<file path="src/rtl/inst_fetch_unit_pkg.sv">
// inst_fetch_unit_pkg: shared widths, fetch queue entry type and PC step for the fetch stage.
package inst_fetch_unit_pkg;
    localparam int XLEN    = 32;
    localparam int INSTR_W = 32;
    localparam logic [XLEN-1:0] PC_STEP = 32'd4;

    typedef struct packed {
        logic [XLEN-1:0]    pc;
        logic [INSTR_W-1:0] instr;
    } fetch_entry_t;
endpackage

</file>
<file path="src/rtl/inst_fetch_unit_if.sv">
// inst_fetch_unit_if: imem and decode-side signals of the fetch stage; FETCH_PERF_EN adds perf counters.
interface inst_fetch_unit_if;
    import inst_fetch_unit_pkg::*;
    logic [XLEN-1:0]    mem_pc;
    logic [INSTR_W-1:0] mem_instr;
    logic               redirect_valid;
    logic [XLEN-1:0]    redirect_pc;
    logic               out_valid;
    logic               out_ready;
    logic [XLEN-1:0]    out_pc;
    logic [INSTR_W-1:0] out_instr;
`ifdef FETCH_PERF_EN
    logic [31:0]        fetch_count;
    logic [31:0]        stall_count;
    modport master (output mem_pc, out_valid, out_pc, out_instr, fetch_count, stall_count,
                    input mem_instr, redirect_valid, redirect_pc, out_ready);
    modport slave  (input mem_pc, out_valid, out_pc, out_instr, fetch_count, stall_count,
                    output mem_instr, redirect_valid, redirect_pc, out_ready);
`else
    modport master (output mem_pc, out_valid, out_pc, out_instr,
                    input mem_instr, redirect_valid, redirect_pc, out_ready);
    modport slave  (input mem_pc, out_valid, out_pc, out_instr,
                    output mem_instr, redirect_valid, redirect_pc, out_ready);
`endif
endinterface

</file>
<file path="src/rtl/inst_fetch_unit_fetch_queue.sv">
// fetch_queue: 2-entry FIFO of fetch_entry_t with push, pop and flush; head reads as 0 when empty.
module fetch_queue
    import inst_fetch_unit_pkg::*;
(
    input  logic         clk,
    input  logic         reset,
    input  logic         i_push,
    input  logic         i_pop,
    input  logic         i_flush,
    input  fetch_entry_t i_entry,
    output fetch_entry_t o_head,
    output logic         o_valid,
    output logic         o_full
);
    fetch_entry_t r_mem [2];
    logic         r_wptr;
    logic         r_rptr;
    logic [1:0]   r_count;

    always_ff @(posedge clk)
        if (i_push) r_mem[r_wptr] <= i_entry;

    always_ff @(posedge clk) begin
        if (reset || i_flush) begin
            r_wptr  <= 1'b0;
            r_rptr  <= 1'b0;
            r_count <= 2'd0;
        end else begin
            if (i_push) r_wptr <= ~r_wptr;
            if (i_pop) r_rptr <= ~r_rptr;
            r_count <= r_count + 2'(i_push) - 2'(i_pop);
        end
    end

    always_comb begin
        o_valid = r_count != 2'd0;
        o_full  = r_count == 2'd2;
        o_head  = o_valid ? r_mem[r_rptr] : '0;
    end
endmodule

</file>
<file path="src/rtl/inst_fetch_unit.sv">
// inst_fetch_unit: owns the PC, fills a 2-entry fetch queue from imem and hands {pc, instr} to decode.
// Optional perf counters (fetch_count, stall_count) are built when FETCH_PERF_EN is defined.
module inst_fetch_unit
    import inst_fetch_unit_pkg::*;
#(
    parameter logic [XLEN-1:0] RESET_PC  = 32'h0000_0000,
    parameter int              MEM_BYTES = 32
) (
    input  logic               clk,
    input  logic               reset,
    inst_fetch_unit_if.master  bus
);
    localparam logic [XLEN-1:0] PC_MASK = XLEN'(MEM_BYTES - 1) & ~32'h3;

    logic [XLEN-1:0] r_pc;
    logic [XLEN-1:0] w_pc_next;
    logic            w_push;
    logic            w_pop;
    logic            w_valid;
    logic            w_full;
    fetch_entry_t    w_head;

    // A redirect both flushes the queue and suppresses the push and pop of its cycle.
    always_comb begin
        w_pop     = w_valid && bus.out_ready && !bus.redirect_valid;
        w_push    = !reset && !bus.redirect_valid && (!w_full || w_pop);
        w_pc_next = reset              ? RESET_PC :
                    bus.redirect_valid ? bus.redirect_pc & PC_MASK :
                    w_push             ? (r_pc + PC_STEP) & PC_MASK : r_pc;
    end

    always_ff @(posedge clk)
        r_pc <= w_pc_next;

    fetch_queue u_queue (
        .clk     (clk),
        .reset   (reset),
        .i_push  (w_push),
        .i_pop   (w_pop),
        .i_flush (bus.redirect_valid),
        .i_entry ('{pc: r_pc, instr: bus.mem_instr}),
        .o_head  (w_head),
        .o_valid (w_valid),
        .o_full  (w_full)
    );

    assign bus.mem_pc    = r_pc;
    assign bus.out_valid = w_valid;
    assign bus.out_pc    = w_head.pc;
    assign bus.out_instr = w_head.instr;

`ifdef FETCH_PERF_EN
    logic [31:0] r_fetch_count;
    logic [31:0] r_stall_count;

    always_ff @(posedge clk) begin
        if (reset) begin
            r_fetch_count <= 32'd0;
            r_stall_count <= 32'd0;
        end else begin
            r_fetch_count <= r_fetch_count + 32'(w_push);
            r_stall_count <= r_stall_count + 32'(w_valid && !bus.out_ready && !bus.redirect_valid);
        end
    end

    assign bus.fetch_count = r_fetch_count;
    assign bus.stall_count = r_stall_count;
`endif
endmodule
</file>
<file path="src/flat_wrapper.sv">
// flat-port wrapper written by rule: the top's interface ports become plain ports
module inst_fetch_unit_flat import inst_fetch_unit_pkg::*;
#(
    parameter logic [XLEN-1:0] RESET_PC  = 32'h0000_0000,
    parameter int              MEM_BYTES = 32
)
  (clk, reset, bus_mem_pc, bus_out_valid, bus_out_pc, bus_out_instr, bus_mem_instr, bus_redirect_valid, bus_redirect_pc, bus_out_ready);
  inst_fetch_unit_if bus_i ();
  input  logic clk;
  input  logic reset;
  output wire logic [$bits(bus_i.mem_pc)-1:0] bus_mem_pc;
  output wire logic [$bits(bus_i.out_valid)-1:0] bus_out_valid;
  output wire logic [$bits(bus_i.out_pc)-1:0] bus_out_pc;
  output wire logic [$bits(bus_i.out_instr)-1:0] bus_out_instr;
  input wire logic [$bits(bus_i.mem_instr)-1:0] bus_mem_instr;
  input wire logic [$bits(bus_i.redirect_valid)-1:0] bus_redirect_valid;
  input wire logic [$bits(bus_i.redirect_pc)-1:0] bus_redirect_pc;
  input wire logic [$bits(bus_i.out_ready)-1:0] bus_out_ready;
  assign bus_mem_pc = bus_i.mem_pc;
  assign bus_out_valid = bus_i.out_valid;
  assign bus_out_pc = bus_i.out_pc;
  assign bus_out_instr = bus_i.out_instr;
  assign bus_i.mem_instr = bus_mem_instr;
  assign bus_i.redirect_valid = bus_redirect_valid;
  assign bus_i.redirect_pc = bus_redirect_pc;
  assign bus_i.out_ready = bus_out_ready;
  inst_fetch_unit #(.RESET_PC(RESET_PC), .MEM_BYTES(MEM_BYTES)) u_core (.clk(clk), .reset(reset), .bus(bus_i));
endmodule
</file>
<file path="config.mk">
export PLATFORM = sky130hd
export DESIGN_NAME = inst_fetch_unit_flat
export DESIGN_NICKNAME = d
export VERILOG_FILES = /design/src/rtl/inst_fetch_unit_pkg.sv /design/src/rtl/inst_fetch_unit_if.sv /design/src/rtl/inst_fetch_unit_fetch_queue.sv /design/src/rtl/inst_fetch_unit.sv /design/src/flat_wrapper.sv
export SDC_FILE = /design/constraint.sdc
export NUM_CORES = 1
export LEC_CHECK = 0
export ABC_AREA = 1
export BUFFER_PORTS_ARGS = -buffer_cell sky130_fd_sc_hd__buf_4
export CORE_AREA = 2 2 87 89
export CTS_BUF_LIST = sky130_fd_sc_hd__clkbuf_8
export CTS_CLUSTER_SIZE = 40
export DETAILED_ROUTE_END_ITERATION = 10
export DIE_AREA = 0 0 89 91
export GPL_TIMING_DRIVEN = 0
export PLACE_DENSITY = 0.85
export SYNTH_ARGS = -nofsm -noshare
export SYNTH_HDL_FRONTEND = slang
export SYNTH_SLANG_ARGS = --single-unit
</file>
<file path="constraint.sdc">
create_clock -name clk -period 8 [get_ports clk]
set_input_delay 2 -clock clk [delete_from_list [all_inputs] [get_ports clk]]
set_output_delay 2 -clock clk [all_outputs]
set_load 0.02 [all_outputs]
</file>
==> flow_summary.json, run 1 <==
{
  "clockBufferDepth": 2,
  "vias_per_cell": 4.223,
  "drv_slew": 0,
  "post-route-min-period_ns": 3.553,
  "tightest_slew_ns": 0.7864,
  "tns_ns": 0,
  "cp_slowest_cell": "dfxtp_1",
  "total_power_uw": 906.0,
  "status": "finished, final reports clean",
  "syn_to_final_growth_pct": 34.86,
  "dp_cells": 541,
  "min_period_over_period_pct": 44.42,
  "fin_area_sq_um": 4691,
  "placed_area_sq_um": 4457,
  "cts.sink_count": 78,
  "yosysTopAreaCell": "edfxtp_1",
  "crit_path_end_kind": "primary output",
  "first_pass_iters": 4,
  "required_ns": 6.00,
  "worstPathArrival_ns": 1.55,
  "port_buffers": 77,
  "grt_start_max_net_pins": 21,
  "dpl.hpwl_mm": 4.835,
  "die_h_um": 91,
  "crit_chain": "buf_2 -> inv_2 -> buf_4 -> nand2_1 -> a21oi_1 -> buf_4",
  "core_area_sq_um": 7137,
  "fin_worst_skew_ns": 0.009786,
  "cts_setup_buffers": 0,
  "relSlewSlack_pct": 47.52,
  "slowest_delay_ns": 0.31,
  "ys_warn_count": 0,
  "cts_buffers": 9,
  "synth.top_cell.area_share_pct": 60.43,
  "fmax_ghz": 0.2814,
  "drt-wirelength-per-cell_um": 11.95,
  "power-per-cell-area_nw_per_um2": 193.2,
  "postSynth.asyncResetShare_pct": 0,
  "worstHoldStart": "u_core.u_queue.r_rptr",
  "overflow": 0,
  "synth_ff_type": "edfxtp_1",
  "fin_cells": 557,
  "num_vias": 2352,
  "hold_path_class": "reg -> reg",
  "finalSetupViolCount": 0,
  "final_layout_size_suffix_gt1_share_pct": 37.34,
  "drtAntennaViolNets": 0,
  "htree_num_levels": 3,
  "wl_mm": 6.658,
  "yosysUniqueCellTypes": 20,
  "die_area_sq_um": 8099,
  "leakagePower_nw": 2.134,
  "syn_inst": 306,
  "start_kind": "flop",
  "synth-seq-cells": 78,
  "place_congestion": 0.7334,
  "grtUsageTotal_pct": 16.53,
  "synth_area_leaders": "edfxtp_1, buf_4, nand2_1, a21oi_1, dfxtp_1",
  "cts_tree": "yes",
  "cpMostUsedCell": "buf_4",
  "hold_viol_final": 0,
  "avgSynthCellArea_sq_um": 11.37,
  "start_util_pct": 48.74,
  "clkSlewWorstSetupHoldPaths_ns": 0.08,
  "grt_pass1_wl_mm": 10.04,
  "synth-edff-count": 70,
  "initialDrtViolationCount": 127,
  "synth_most_common_cell": "nand2_1",
  "crit_family": "buffers and inverters",
  "die_w_um": 89,
  "netlist_area_sq_um": 3478,
  "clk_latency_ns": 0.33,
  "crit_type": "reg -> out",
  "cts_hold_buffers": 0,
  "antenna_cells": 0,
  "ir_worst_vdd_mv": 0.1514,
  "max_cap_violations": 0,
  "rsz0062_at_grt": "false",
  "drc": 0,
  "nNetsFinal": 523,
  "crit_buf_inv": 4,
  "first_global_vias": 2185,
  "ys_seq_area_share_pct": 65.04,
  "io-pin-count": 165,
  "root_buffer": "clkbuf_8",
  "placementRows": 31,
  "antenna_found_initial": 0,
  "cp_max_fo": 10,
  "post_cts_resized": 0,
  "worstReg2RegStart": "u_core.u_queue.r_count[0]",
  "synth_common_cells": "nand2_1, edfxtp_1, buf_4"
}
## per-layer routing
layer  track usage [%]  up-vias  wire length [um]
met4             4.478        0                21
met5                 0        -                 0
met3             5.545        2               661
met1             18.43     1040              2559
li1                  -     1205                 -
met2             29.60      105              3415
## layout by cell type (no fill, tap or decap), drive strengths merged
cell / synthesis / routed
clkbuf: 0 / 12
inv: 12 / 13
clkinv: 0 / 1
dfxtp: 8 / 8
edfxtp: 70 / 70
a21boi: 1 / 1
nor2: 5 / 5
bufinv: 0 / 2
ha: 2 / 2
xnor2: 1 / 1
o21ai: 3 / 3
conb: 1 / 58
nand2: 87 / 87
nand3: 7 / 7
a21oi: 41 / 41
buf: 68 / 147
## cells by family after synthesis
kind of cell / share of synthesized area [%]
AOI/OAI and AO/OA: 6.547
xor gates and xnor gates: 0.2518
adders and majority gates: 0.7193
buffers and inverters: 15.47
DFF: 65.04
other: 0.1078
and+or+nand+nor: 11.87
## stage by stage
stage               hold WS, ns  utilization, %  setup slack (ns)
CTS                      0.4880           65.73             4.404
detailed placement       0.4748           62.45             4.371
floorplan                0.4486               -             3.831
global route             0.5180           65.73             4.275
global placement         0.4575           61.57             2.814
finish                   0.4888           65.73             4.447
## power breakdown
| part | switching (mW) | internal, mW | leakage [nW] |
|---|---|---|---|
| Combinational | 0.0654 | 0.0493 | 1.30 |
| Clock | 0.131 | 0.200 | 0.124 |
| Sequential | 0.00422 | 0.456 | 0.709 |
| Total | 0.200 | 0.706 | 2.13 |
## flip-flops by register name (all words and copies together), names as in the netlist, named ones only
register	flops
u_core.u_queue.r_rptr	1
u_core.u_queue.r_count	2
u_core.bus.mem_pc	3
u_core.u_queue.r_wptr	1
u_core.u_queue.r_mem	70
## worst reg2reg max path, stage by stage, from the launching register on
cell     delay [ns]
dfxtp_1        0.38
inv_1          0.09
nand3_2        0.11
nand3_1        0.09
inv_1          0.59
buf_16         0.25
## worst paths after layout
path,slack [ns],to,depth (start not counted)
worst min register to register,0.49,u_core.u_queue.r_rptr,2
worst min-delay path,0.49,u_core.u_queue.r_rptr,2
worst max register to register,6.20,u_core.u_queue.r_mem[0][20],5
worst max-delay path,4.45,bus_out_pc[2],6
## layout make-up
cell class | instances | area, sq um
clock buffer | 12 | 165.2
buffer | 68 | 493.0
fill | 570 | 2446
inverter | 12 | 45.04
timing repair buffer | 79 | 633.1
multi-input combinational | 205 | 899.6
tap | 99 | 123.9
sequential | 78 | 2262
clock inverter | 4 | 68.82
Note: power is estimated with default switching activity, not from simulation.
==> run 2: changes to the inputs <==
Settings changed: ABC_AREA 1 to 0, CORE_AREA 2 2 87 89 to 2 2 88 90, DIE_AREA 0 0 89 91 to 0 0 90 92, PLACE_DENSITY 0.85 to 0.84.
Clock period 8 ns to 3.7 ns, I/O delays scaled along.
==> run 2 against run 1 <==
  * Final cell count decreased by 9.0%
  * Combinational power rose to 2.9 times the previous value
  * Register-to-register slack worse by 4.5 ns
  * Area after synthesis decreased by 0.36%
  * Flip-flop and latch count did not move
  * Via count shrank 7.9%
  * Routed wire length down 3.5%
  * Largest power group unchanged
  * Setup slack worse by 3.6 ns
  * Clock skew shrank 0.00064 ns
  * Clock power grew 85%
==> flow_summary.json, run 2 <==
{
  "ys_seq_area_share_pct": 65.27,
  "tightest_slew_ns": 0.8908,
  "fin_util_pct": 62.53,
  "drv_slew": 0,
  "antenna_found_initial": 0,
  "total_power_mw": 1.956,
  "num_vias": 2166,
  "clockBufferDepth": 2,
  "cts.sink_count": 78,
  "first_pass_iters": 4,
  "root_buffer": "clkbuf_8",
  "die_w_um": 90,
  "synth.top_cell.area_share_pct": 60.65,
  "antenna_cells": 0,
  "largest_reg_flops": 70,
  "vias_per_cell": 4.272,
  "htree_num_levels": 3,
  "grt_start_max_net_pins": 15,
  "place_congestion": 0.7049,
  "required_ns": 2.77,
  "top_register": "u_core.u_queue.r_mem",
  "postSynth.asyncResetShare_pct": 0,
  "ys_warn_count": 0,
  "cts_buffers": 9,
  "final_layout_size_suffix_gt1_share_pct": 40.25,
  "ff2ff_path_depth": 4,
  "die_area_sq_um": 8280,
  "ir_worst_vdd_mv": 0.2659,
  "relSlewSlack_pct": 40.17,
  "layout_commonest_cell": "buf_4",
  "reg2reg_to": "u_core.u_queue.r_mem[1][16]",
  "cts_tree": "yes",
  "synth-seq-cells": 78,
  "fin_area_sq_um": 4657,
  "port_buffers": 77,
  "dpl.hpwl_mm": 4.716,
  "pre_cts_slack_ns": 0.9072,
  "clkSlewWorstSetupHoldPaths_ns": 0.08,
  "core_area_sq_um": 7447,
  "start_util_pct": 46.54,
  "grt_pass1_wl_mm": 10.12,
  "drt-wirelength-per-cell_um": 12.67,
  "synth_common_cells": "edfxtp_1, buf_4, nor2_1",
  "crit_type": "reg -> out",
  "crit_path_end_kind": "primary output",
  "syn_to_final_growth_pct": 34.37,
  "grtUsageTotal_pct": 16.02,
  "synth-edff-count": 70,
  "rsz0062_at_grt": "false",
  "worstReg2RegStart": "u_core.u_queue.r_count[1]",
  "yosysUniqueCellTypes": 24,
  "syn_inst": 251,
  "fin_cells": 507,
  "hold_viol_final": 0,
  "start_kind": "flop",
  "max_cap_violations": 0,
  "worstPathArrival_ns": 1.97,
  "worstHoldStart": "u_core.bus.mem_pc[4]",
  "synth_area_leaders": "edfxtp_1, buf_4, mux2i_1, dfxtp_1, nor2_1",
  "power-per-cell-area_nw_per_um2": 420.1,
  "drtAntennaViolNets": 0,
  "post_cts_resized": 0,
  "fmax_ghz": 0.3449,
  "fin_worst_skew_ns": 0.009144,
  "placementRows": 32,
  "min_path_cells": 0,
  "initialDrtViolationCount": 69,
  "io-pin-count": 165,
  "hold_path_class": "reg -> reg",
  "min_period_over_period_pct": 78.36,
  "die_h_um": 92,
  "synth_ff_type": "edfxtp_1",
  "setup_ws_ns": 0.8005,
  "post-route-min-period_ns": 2.899,
  "cts_hold_buffers": 0,
  "leakagePower_nw": 1.992,
  "drc": 0,
  "nNetsFinal": 470,
  "dp_cells": 491,
  "wl_mm": 6.423,
  "layout_common_cells": "buf_4, edfxtp_1, conb_1",
  "first_global_vias": 2105,
  "clk_latency_ns": 0.35,
  "overflow": 0,
  "netlist_area_sq_um": 3466,
  "min_to": "u_core.u_queue.r_mem[0][34]",
  "placed_area_sq_um": 4468,
  "yosysTopAreaCell": "edfxtp_1",
  "avgSynthCellArea_sq_um": 13.81,
  "cp_max_fo": 10,
  "synth_most_common_cell": "edfxtp_1",
  "status": "finished, final reports clean",
  "rrSetupSlack_ns": 1.72,
  "finalSetupViolCount": 0,
  "cts_setup_buffers": 0
}
[run 2: cell count changes in the layout (fill, tap and decap cells not counted), moves of 4 or more]
cell      previous run  this run
mux2i_1              0        36
nor2_1               2        39
clkbuf_1             0         5
nor3_1               0         4
a21oi_1             41         0
inv_1               11         6
nand2_1             84         0
nand3_1              6         0
[run 2: layout make-up]
| type | instances | area, sq um |
|---|---|---|
| Tap cell | 102 | 127.6 |
| Clock inverter | 7 | 65.06 |
| Timing Repair Buffer | 81 | 630.6 |
| Multi-Input combinational cell | 157 | 943.4 |
| Clock buffer | 9 | 123.9 |
| Inverter | 5 | 18.77 |
| Fill cell | 611 | 2790 |
| Buffer | 68 | 485.5 |
| Sequential cell | 78 | 2262 |
[run 2: cells by family after synthesis]
kind of cell               synth area share (%)
DFF                                       65.27
other                                    0.1082
xor gates and xnor gates                  1.011
buffers and inverters                     14.55
and+or+nand+nor                           6.390
AOI/OAI and AO/OA                         1.552
muxes                                     10.40
adders and majority gates                0.7219
[run 2: metal layers]
layer  GRT usage, %  vias to the layer above  part of all wire, %
met5              0                        -                    0
met4          5.897                        0                  1.2
met3          6.409                        8                  8.1
met2          27.88                       95                   52
met1          17.75                      995                   39
li1               -                     1068                    -
[run 2: worst max path at each step]
stage	startpoint	endpoint	slack [ns]	cells past startpoint
floorplan	reset	u_core.u_queue.r_mem[1][0]	0.05	2
CTS	u_core.u_queue.r_count[1]	bus_out_instr[31]	0.74	4
global route	u_core.u_queue.r_count[1]	bus_out_instr[26]	0.62	4
finish	u_core.u_queue.r_count[1]	bus_out_instr[24]	0.80	4
global placement	reset	u_core.u_queue.r_mem[1][12]	-1.16	3
detailed placement	reset	u_core.u_queue.r_mem[1][12]	0.91	4
[run 2: metrics by stage]
step / hold slack, ns / setup TNS [ns]
after detailed placement: 0.5072 / 0
after CTS: 0.5242 / 0
final: 0.5317 / 0
after floorplan: 0.5200 / 0
after global routing: 0.5389 / 0
after global placement: 0.4976 / -80.48
[run 2: worst max-delay path: stages, from the launching register on]
cell and delay [ns]:
dfxtp_1 0.34, nor2_1 0.54, clkbuf_1 0.43, nor2_1 0.13, buf_4 0.18
[run 2: report_power, final]
group	leakage (nW)	internal [mW]	total, mW	switching (mW)
registers	0.710	0.995	1.01	0.0125
logic	1.18	0.144	0.338	0.194
clock network	0.101	0.308	0.611	0.303
